File: src/rtl/mem_arb_pkg.sv
// Shared types for the two-port memory arbiter: FSM states, port ids, latched command.
package mem_arb_pkg;

    typedef enum logic [1:0] {
        IDLE  = 2'd0,
        ISSUE = 2'd1,
        WAIT  = 2'd2
    } state_t;

    typedef enum logic {
        PORT0 = 1'b0,
        PORT1 = 1'b1
    } port_id_t;

    localparam int CNT_W = 8;

    typedef struct packed {
        logic [31:0] addr;
        logic [31:0] wdata;
        logic        wren;
        logic [3:0]  mask;
    } cmd_t;

endpackage

File: src/rtl/mem_arbiter_rr.sv
// Two-way round-robin grant: purely combinational, one-hot (or zero) grant, no state of its own.
module rr_arbiter2
    import mem_arb_pkg::*;
(
    input  logic     req0,
    input  logic     req1,
    input  port_id_t last_grant,
    output logic [1:0] grant
);

    always_comb begin
        grant = 2'b00;
        if (req0 && req1) begin
            // Contest goes to whichever port did not win last time.
            grant = (last_grant == PORT1) ? 2'b01 : 2'b10;
        end else if (req0) begin
            grant = 2'b01;
        end else if (req1) begin
            grant = 2'b10;
        end
    end

endmodule

File: src/rtl/mem_arbiter.sv
// Two-requester memory arbiter, one transaction in flight; accept->cmd 1 cycle, completion->response 1 cycle.
// Requesters are back-pressured (rdy low) from accept until the response cycle; memory wait bounded by TIMEOUT.
module mem_arbiter
    import mem_arb_pkg::*;
#(
    parameter int unsigned TIMEOUT = 16
) (
    input  logic        i_clk,
    input  logic        i_reset,

    input  logic        i_p0_vld,
    output logic        o_p0_rdy,
    input  logic [31:0] i_p0_addr,
    input  logic [31:0] i_p0_wdata,
    input  logic        i_p0_wren,
    input  logic [3:0]  i_p0_mask,
    output logic        o_p0_rsp_vld,
    output logic [31:0] o_p0_rdata,
    output logic        o_p0_err,

    input  logic        i_p1_vld,
    output logic        o_p1_rdy,
    input  logic [31:0] i_p1_addr,
    input  logic [31:0] i_p1_wdata,
    input  logic        i_p1_wren,
    input  logic [3:0]  i_p1_mask,
    output logic        o_p1_rsp_vld,
    output logic [31:0] o_p1_rdata,
    output logic        o_p1_err,

    output logic        o_mem_vld,
    output logic [31:0] o_mem_addr,
    output logic [31:0] o_mem_wdata,
    output logic        o_mem_wren,
    output logic [3:0]  o_mem_mask,
    input  logic        i_mem_rvld,
    input  logic [31:0] i_mem_rdata,

    output logic        o_busy
);

    localparam logic [CNT_W-1:0] WAIT_LAST = CNT_W'(TIMEOUT - 1);

    state_t          state, state_nxt;
    port_id_t        last_grant, owner;
    cmd_t            cmd, p0_cmd, p1_cmd;
    logic [CNT_W-1:0] wait_cnt;
    logic [1:0]      grant;
    logic            accept, done, timeout, active;
    logic            rsp_vld, rsp_err;
    logic [31:0]     rsp_rdata;

    assign p0_cmd = '{addr: i_p0_addr, wdata: i_p0_wdata, wren: i_p0_wren, mask: i_p0_mask};
    assign p1_cmd = '{addr: i_p1_addr, wdata: i_p1_wdata, wren: i_p1_wren, mask: i_p1_mask};
    assign active = !i_reset;

    rr_arbiter2 u_rr (
        .req0       (i_p0_vld),
        .req1       (i_p1_vld),
        .last_grant (last_grant),
        .grant      (grant)
    );

    always_ff @(posedge i_clk) begin
        if (i_reset) begin
            state <= IDLE;
        end else begin
            state <= state_nxt;
        end
    end

    always_comb begin
        state_nxt    = state;
        accept       = 1'b0;
        done         = 1'b0;
        timeout      = 1'b0;
        o_p0_rdy     = 1'b0;
        o_p1_rdy     = 1'b0;
        o_mem_vld    = 1'b0;
        o_mem_addr   = '0;
        o_mem_wdata  = '0;
        o_mem_wren   = 1'b0;
        o_mem_mask   = '0;
        o_busy       = active && (state != IDLE);
        o_p0_rsp_vld = active && rsp_vld && (owner == PORT0);
        o_p1_rsp_vld = active && rsp_vld && (owner == PORT1);
        o_p0_rdata   = o_p0_rsp_vld ? rsp_rdata : '0;
        o_p1_rdata   = o_p1_rsp_vld ? rsp_rdata : '0;
        o_p0_err     = o_p0_rsp_vld && rsp_err;
        o_p1_err     = o_p1_rsp_vld && rsp_err;
        case (state)
            IDLE: begin
                o_p0_rdy = active && grant[0];
                o_p1_rdy = active && grant[1];
                accept   = o_p0_rdy || o_p1_rdy;
                if (accept) state_nxt = ISSUE;
            end
            ISSUE: begin
                o_mem_vld   = active;
                o_mem_addr  = active ? cmd.addr  : '0;
                o_mem_wdata = active ? cmd.wdata : '0;
                o_mem_wren  = active && cmd.wren;
                o_mem_mask  = active ? cmd.mask  : '0;
                state_nxt   = WAIT;
            end
            WAIT: begin
                // A completion in the final wait cycle beats the timeout.
                if (i_mem_rvld) begin
                    done      = 1'b1;
                    state_nxt = IDLE;
                end else if (wait_cnt == WAIT_LAST) begin
                    timeout   = 1'b1;
                    state_nxt = IDLE;
                end
            end
            default: state_nxt = IDLE;
        endcase
    end

    always_ff @(posedge i_clk) begin
        if (i_reset) begin
            last_grant <= PORT1;
            owner      <= PORT0;
            cmd        <= '0;
            wait_cnt   <= '0;
            rsp_vld    <= 1'b0;
            rsp_err    <= 1'b0;
            rsp_rdata  <= '0;
        end else begin
            rsp_vld   <= done || timeout;
            rsp_err   <= timeout;
            rsp_rdata <= done ? i_mem_rdata : '0;
            if (accept) begin
                owner      <= grant[1] ? PORT1 : PORT0;
                last_grant <= grant[1] ? PORT1 : PORT0;
                cmd        <= grant[1] ? p1_cmd : p0_cmd;
            end
            if (state == ISSUE) begin
                wait_cnt <= '0;
            end else if (state == WAIT) begin
                wait_cnt <= wait_cnt + 1'b1;
            end
        end
    end

endmodule

File: config.mk
export PLATFORM = sky130hd
export DESIGN_NAME = mem_arbiter
export DESIGN_NICKNAME = d
export VERILOG_FILES = /design/src/rtl/mem_arb_pkg.sv /design/src/rtl/mem_arbiter_rr.sv /design/src/rtl/mem_arbiter.sv
export SDC_FILE = /design/constraint.sdc
export NUM_CORES = 1
export LEC_CHECK = 0
export ABC_AREA = 1
export CORE_MARGIN = 2
export CORE_UTILIZATION = 40
export CTS_CLUSTER_DIAMETER = 50
export DETAILED_ROUTE_END_ITERATION = 8
export GPL_TIMING_DRIVEN = 0
export MAX_ROUTING_LAYER = met4
export PLACE_DENSITY = 0.79
export SLEW_MARGIN = 10
export SYNTH_ARGS = -nofsm -noshare
export SYNTH_HDL_FRONTEND = slang
export SYNTH_HIERARCHICAL = 1
export SYNTH_SLANG_ARGS = --single-unit
export TNS_END_PERCENT = 20
File: constraint.sdc
create_clock -name i_clk -period 1.57 [get_ports i_clk]
set_input_delay 0.314 -clock i_clk [delete_from_list [all_inputs] [get_ports i_clk]]
set_output_delay 0.314 -clock i_clk [all_outputs]
set_load 0.02 [all_outputs]
==> impl_results.md <==
* Clk_lat worst skew at ~0.4 ns
* Fill cells at roughly 1100
* Clock sinks at 115
* Max-slew violations at 0
* Crit path capture type: output port
* Least-Margin Pin Slew at about 0.58 ns
* Antenna Cells at 0
* Netlist cell types at 22
* Routed via count at ~7400
* Setup Skew at 0.00631 ns
* CTS buffer count at 17
* Max IR drop VDD at approximately 0.00071 V
* Worst setup margin at -0.318 ns
* Longest Clk Path Bufs at 2
* Worst relative slew slack at 61.2%
* Reg-to-reg endpoint: cmd[52]$_SDFFE_PP0P_
* HP Class: input pin to flip-flop
* Hold worst-path end: state[1]$_SDFFE_PP0P_
* Routed len/inst at roughly 16 um
* RSZ-0062 raised after global routing: yes
* Initial antenna violation count at 0
* Count of final hold-check violations at 0
* #FFs+latches synth at around 120
* CP max-delay cell: dfxtp_4
* Peak Freq at ~530 MHz
* Count of final setup violators at ~210
* Synthesis warning total at 6
* Startpoint Class: flip-flop
* Syn_nets at around 1200
* Register area at ~2300 sq um
* Post-route design area at approximately 11000 sq um
* H-tree levels at 4
* Worst hold start: i_reset
* Placed inst area at 9300 sq um
* Crit-path max FO at 4
* P per Cell Area at around 870 nW/um^2
* Die height at between 100 and 150 um
* Final hold slack at 0.349 ns
* R2r setup slk at -0.19 ns
* Vias in the first global route at between 7000 and 8000
* DR DRC count at 0
* Post-synthesis sequential area ratio at 39.0%
* CTS tree: yes
* Arrival @ worst endpoint at between 1.5 and 2 ns
* Gr ovfl total at 0
* Vias per cell at around 4.8
* Worst hold path cell count at 4
* Worst R2R Start: last_grant$_SDFFE_PP1P_
* Final net count at about 1500
* Largest net degree at the start of global routing at 17
* Tcrit/Tclk final at 120%
* Status: complete, but fails checks
* Most frequent cell on the critical path: buf_4
* Clk slew on worst S/H paths at around 0.050 ns
* First-pass GRT wire length at about 38 mm
* Mapped Area at approximately 5900 sq um
* Total GRT Usage at 31.2%
* Final core occ at about three quarters
* Syn avg cell area at 6.03 sq um
* LEAKAGE at between 4 and 5 nW
* RD Place Congestion at just under 0.9
* Failing checks: negative setup slack
* Core Region at approximately 14000 sq um
* Boundary Pins at ~320
* Post-Route WL at about 24 mm
* DP Wirelength at 17.1 mm
* Row count at 44
* Number of max-cap violations at 0
* P&R area growth vs syn at 86.2%
* Starting density of the core at 40.8%
* CP peak stage delay at between 0.3 and 0.4 ns
* Crit path time final at 1.89 ns
* IO Port Bufs at between 300 and 400
* Worst Path Required at around 1.3 ns
* Multi-input gate area at 3540 sq um
* Share of cells above drive strength 1 at between 20 and 30%
* Post-synthesis cell count at ~1000
* Worst reg2reg path depth at 11
* Post-route ant nets at 0
* Die area at roughly 16000 sq um
* Number of DRC markers in iteration 0 at between 300 and 400
* Die X at approximately 130 um
* Pre-Repair DR Iteration Count at 4
* Crit Path Category: flip-flop to output port
* CTS Root Cell: clkbuf_16
* Pre-CTS setup slack at -1.48 ns
* Critical Path, Cell by Cell: buf_4 -> nor2_4 -> inv_2 -> nor3_1 -> buf_4
==> synthesized netlist by cell type <==
cell type    n  area share [%]
nor2_1     321              20
nand2_1    298              19
dfxtp_1    115              39
inv_1       80             5.1
clkbuf_1    27             1.7
o21ai_1     27             2.3
o21ai_0     24             2.0
nand3_2     20             3.4
buf_2       19             1.6
buf_6       11             2.1
nand3_1     11            0.93
a21oi_1      7            0.59
inv_2        6            0.38
nor3_1       3            0.25
buf_1        2            0.13
buf_4        2            0.25
nand4_1      2            0.21
ha_1         1            0.21
nor2_2       1            0.11
nor2_4       1            0.19
nor3b_1      1            0.13
o21ai_2      1            0.15
==> how the worst max path moves through the flow <==
stage                     startpoint              to  slack (ns)  depth (start not counted)
6_report       state[0]$_SDFFE_PP0P_        o_p0_rdy       -0.32                          5
5_1_grt        state[1]$_SDFFE_PP0P_        o_p0_rdy       -0.34                          5
4_1_cts           rsp_vld$_SDFF_PP0_  o_p0_rdata[30]       -0.31                          6
3_5_place_dp                i_p1_vld        o_p1_rdy       -1.48                          8
3_3_place_gp                i_p1_vld        o_p1_rdy       -1.45                          8
2_1_floorplan     owner$_SDFFE_PP0P_  o_p0_rdata[10]       -0.07                          4
==> critical path, delay by kind of cell (launching register included) <==
family        cells  cell delay [ns]
flops             1             0.38
buf+inv           3             0.43
simple gates      2             0.35
==> layout by cell type, fill, tap and decap left out, types with 2 or more instances in the layout <==
master           count
nor2_4              59
clkbuf_2             3
buf_8                7
clkdlybuf4s50_1    171
clkbuf_16           25
clkbuf_1            15
clkinv_2             4
nor2_2              36
nand3_2             21
buf_12               5
inv_4                3
buf_4               87
dfxtp_2              3
nand4_1              2
dlygate4sd2_1        3
inv_2                6
nand2_1            296
nand2_8              2
nor3_1               2
nor2_1             228
bufinv_16            4
buf_6               91
nand3_1              9
inv_1               76
o21ai_0             22
o21ai_1             29
a21oi_1              6
buf_1                2
dfxtp_1            110
inv_6                2
buf_2                6
dfxtp_4              2
clkinvlp_4           5
==> routing by layer <==
| layer | wire, um | up-vias | track usage [%] |
|---|---|---|---|
| li1 | - | 3647 | - |
| met2 | 13300 | 304 | 57.9 |
| met5 | 0 | - | - |
| met1 | 9060 | 3382 | 32.9 |
| met4 | 448 | 0 | 8.50 |
| met3 | 1720 | 40 | 7.53 |
==> through the flow <==
step	power, mW	TNS (ns)	std cells
after floorplan	4.18	-2.62	980
after global placement	4.97	-197.56	1479
after detailed placement	5.00	-200.93	1479
after CTS	9.41	-35.36	1533
after global routing	9.87	-43.10	1535
final	9.53	-30.07	1535
==> timing repair <==
action                     4_1_cts  5_1_grt
hold buffers                     0        0
buffers inserted                15        2
pin swaps                       32       21
setup endpoints to repair      213      224
cloned                           7        0
resized for setup              898      150
==> cell type report <==
type | count | area share, %
well taps | 184 | 2.09
plain buffers | 61 | 5.49
inverters | 86 | 3.05
repair buffers | 338 | 30.6
clock inverters | 14 | 1.69
multi-input cells | 719 | 32.2
clock buffers | 18 | 3.90
flip-flops and latches | 115 | 21.0
==> sequential cells by signal, indices dropped and copies added, names as in the netlist <==
register    flops
owner           1
rsp_vld         1
rsp_err         1
rsp_rdata      32
last_grant      1
cmd            69
wait_cnt        8
state           2
==> where the power goes <==
group          switching [mW]  total (mW)  internal (mW)
logic                    1.15        2.22           1.07
clock network            1.40        4.04           2.64
registers               0.129        3.27           3.14
==> cells by family after synthesis <==
group,count (synthesis),share of synthesized area (%)
simple gates,658,44.5
buf+inv,147,11.3
flops,115,39.0
compound gates,59,5.06
fa+ha+maj,1,0.212
No activity file was read; power rests on OpenSTA's default activity.
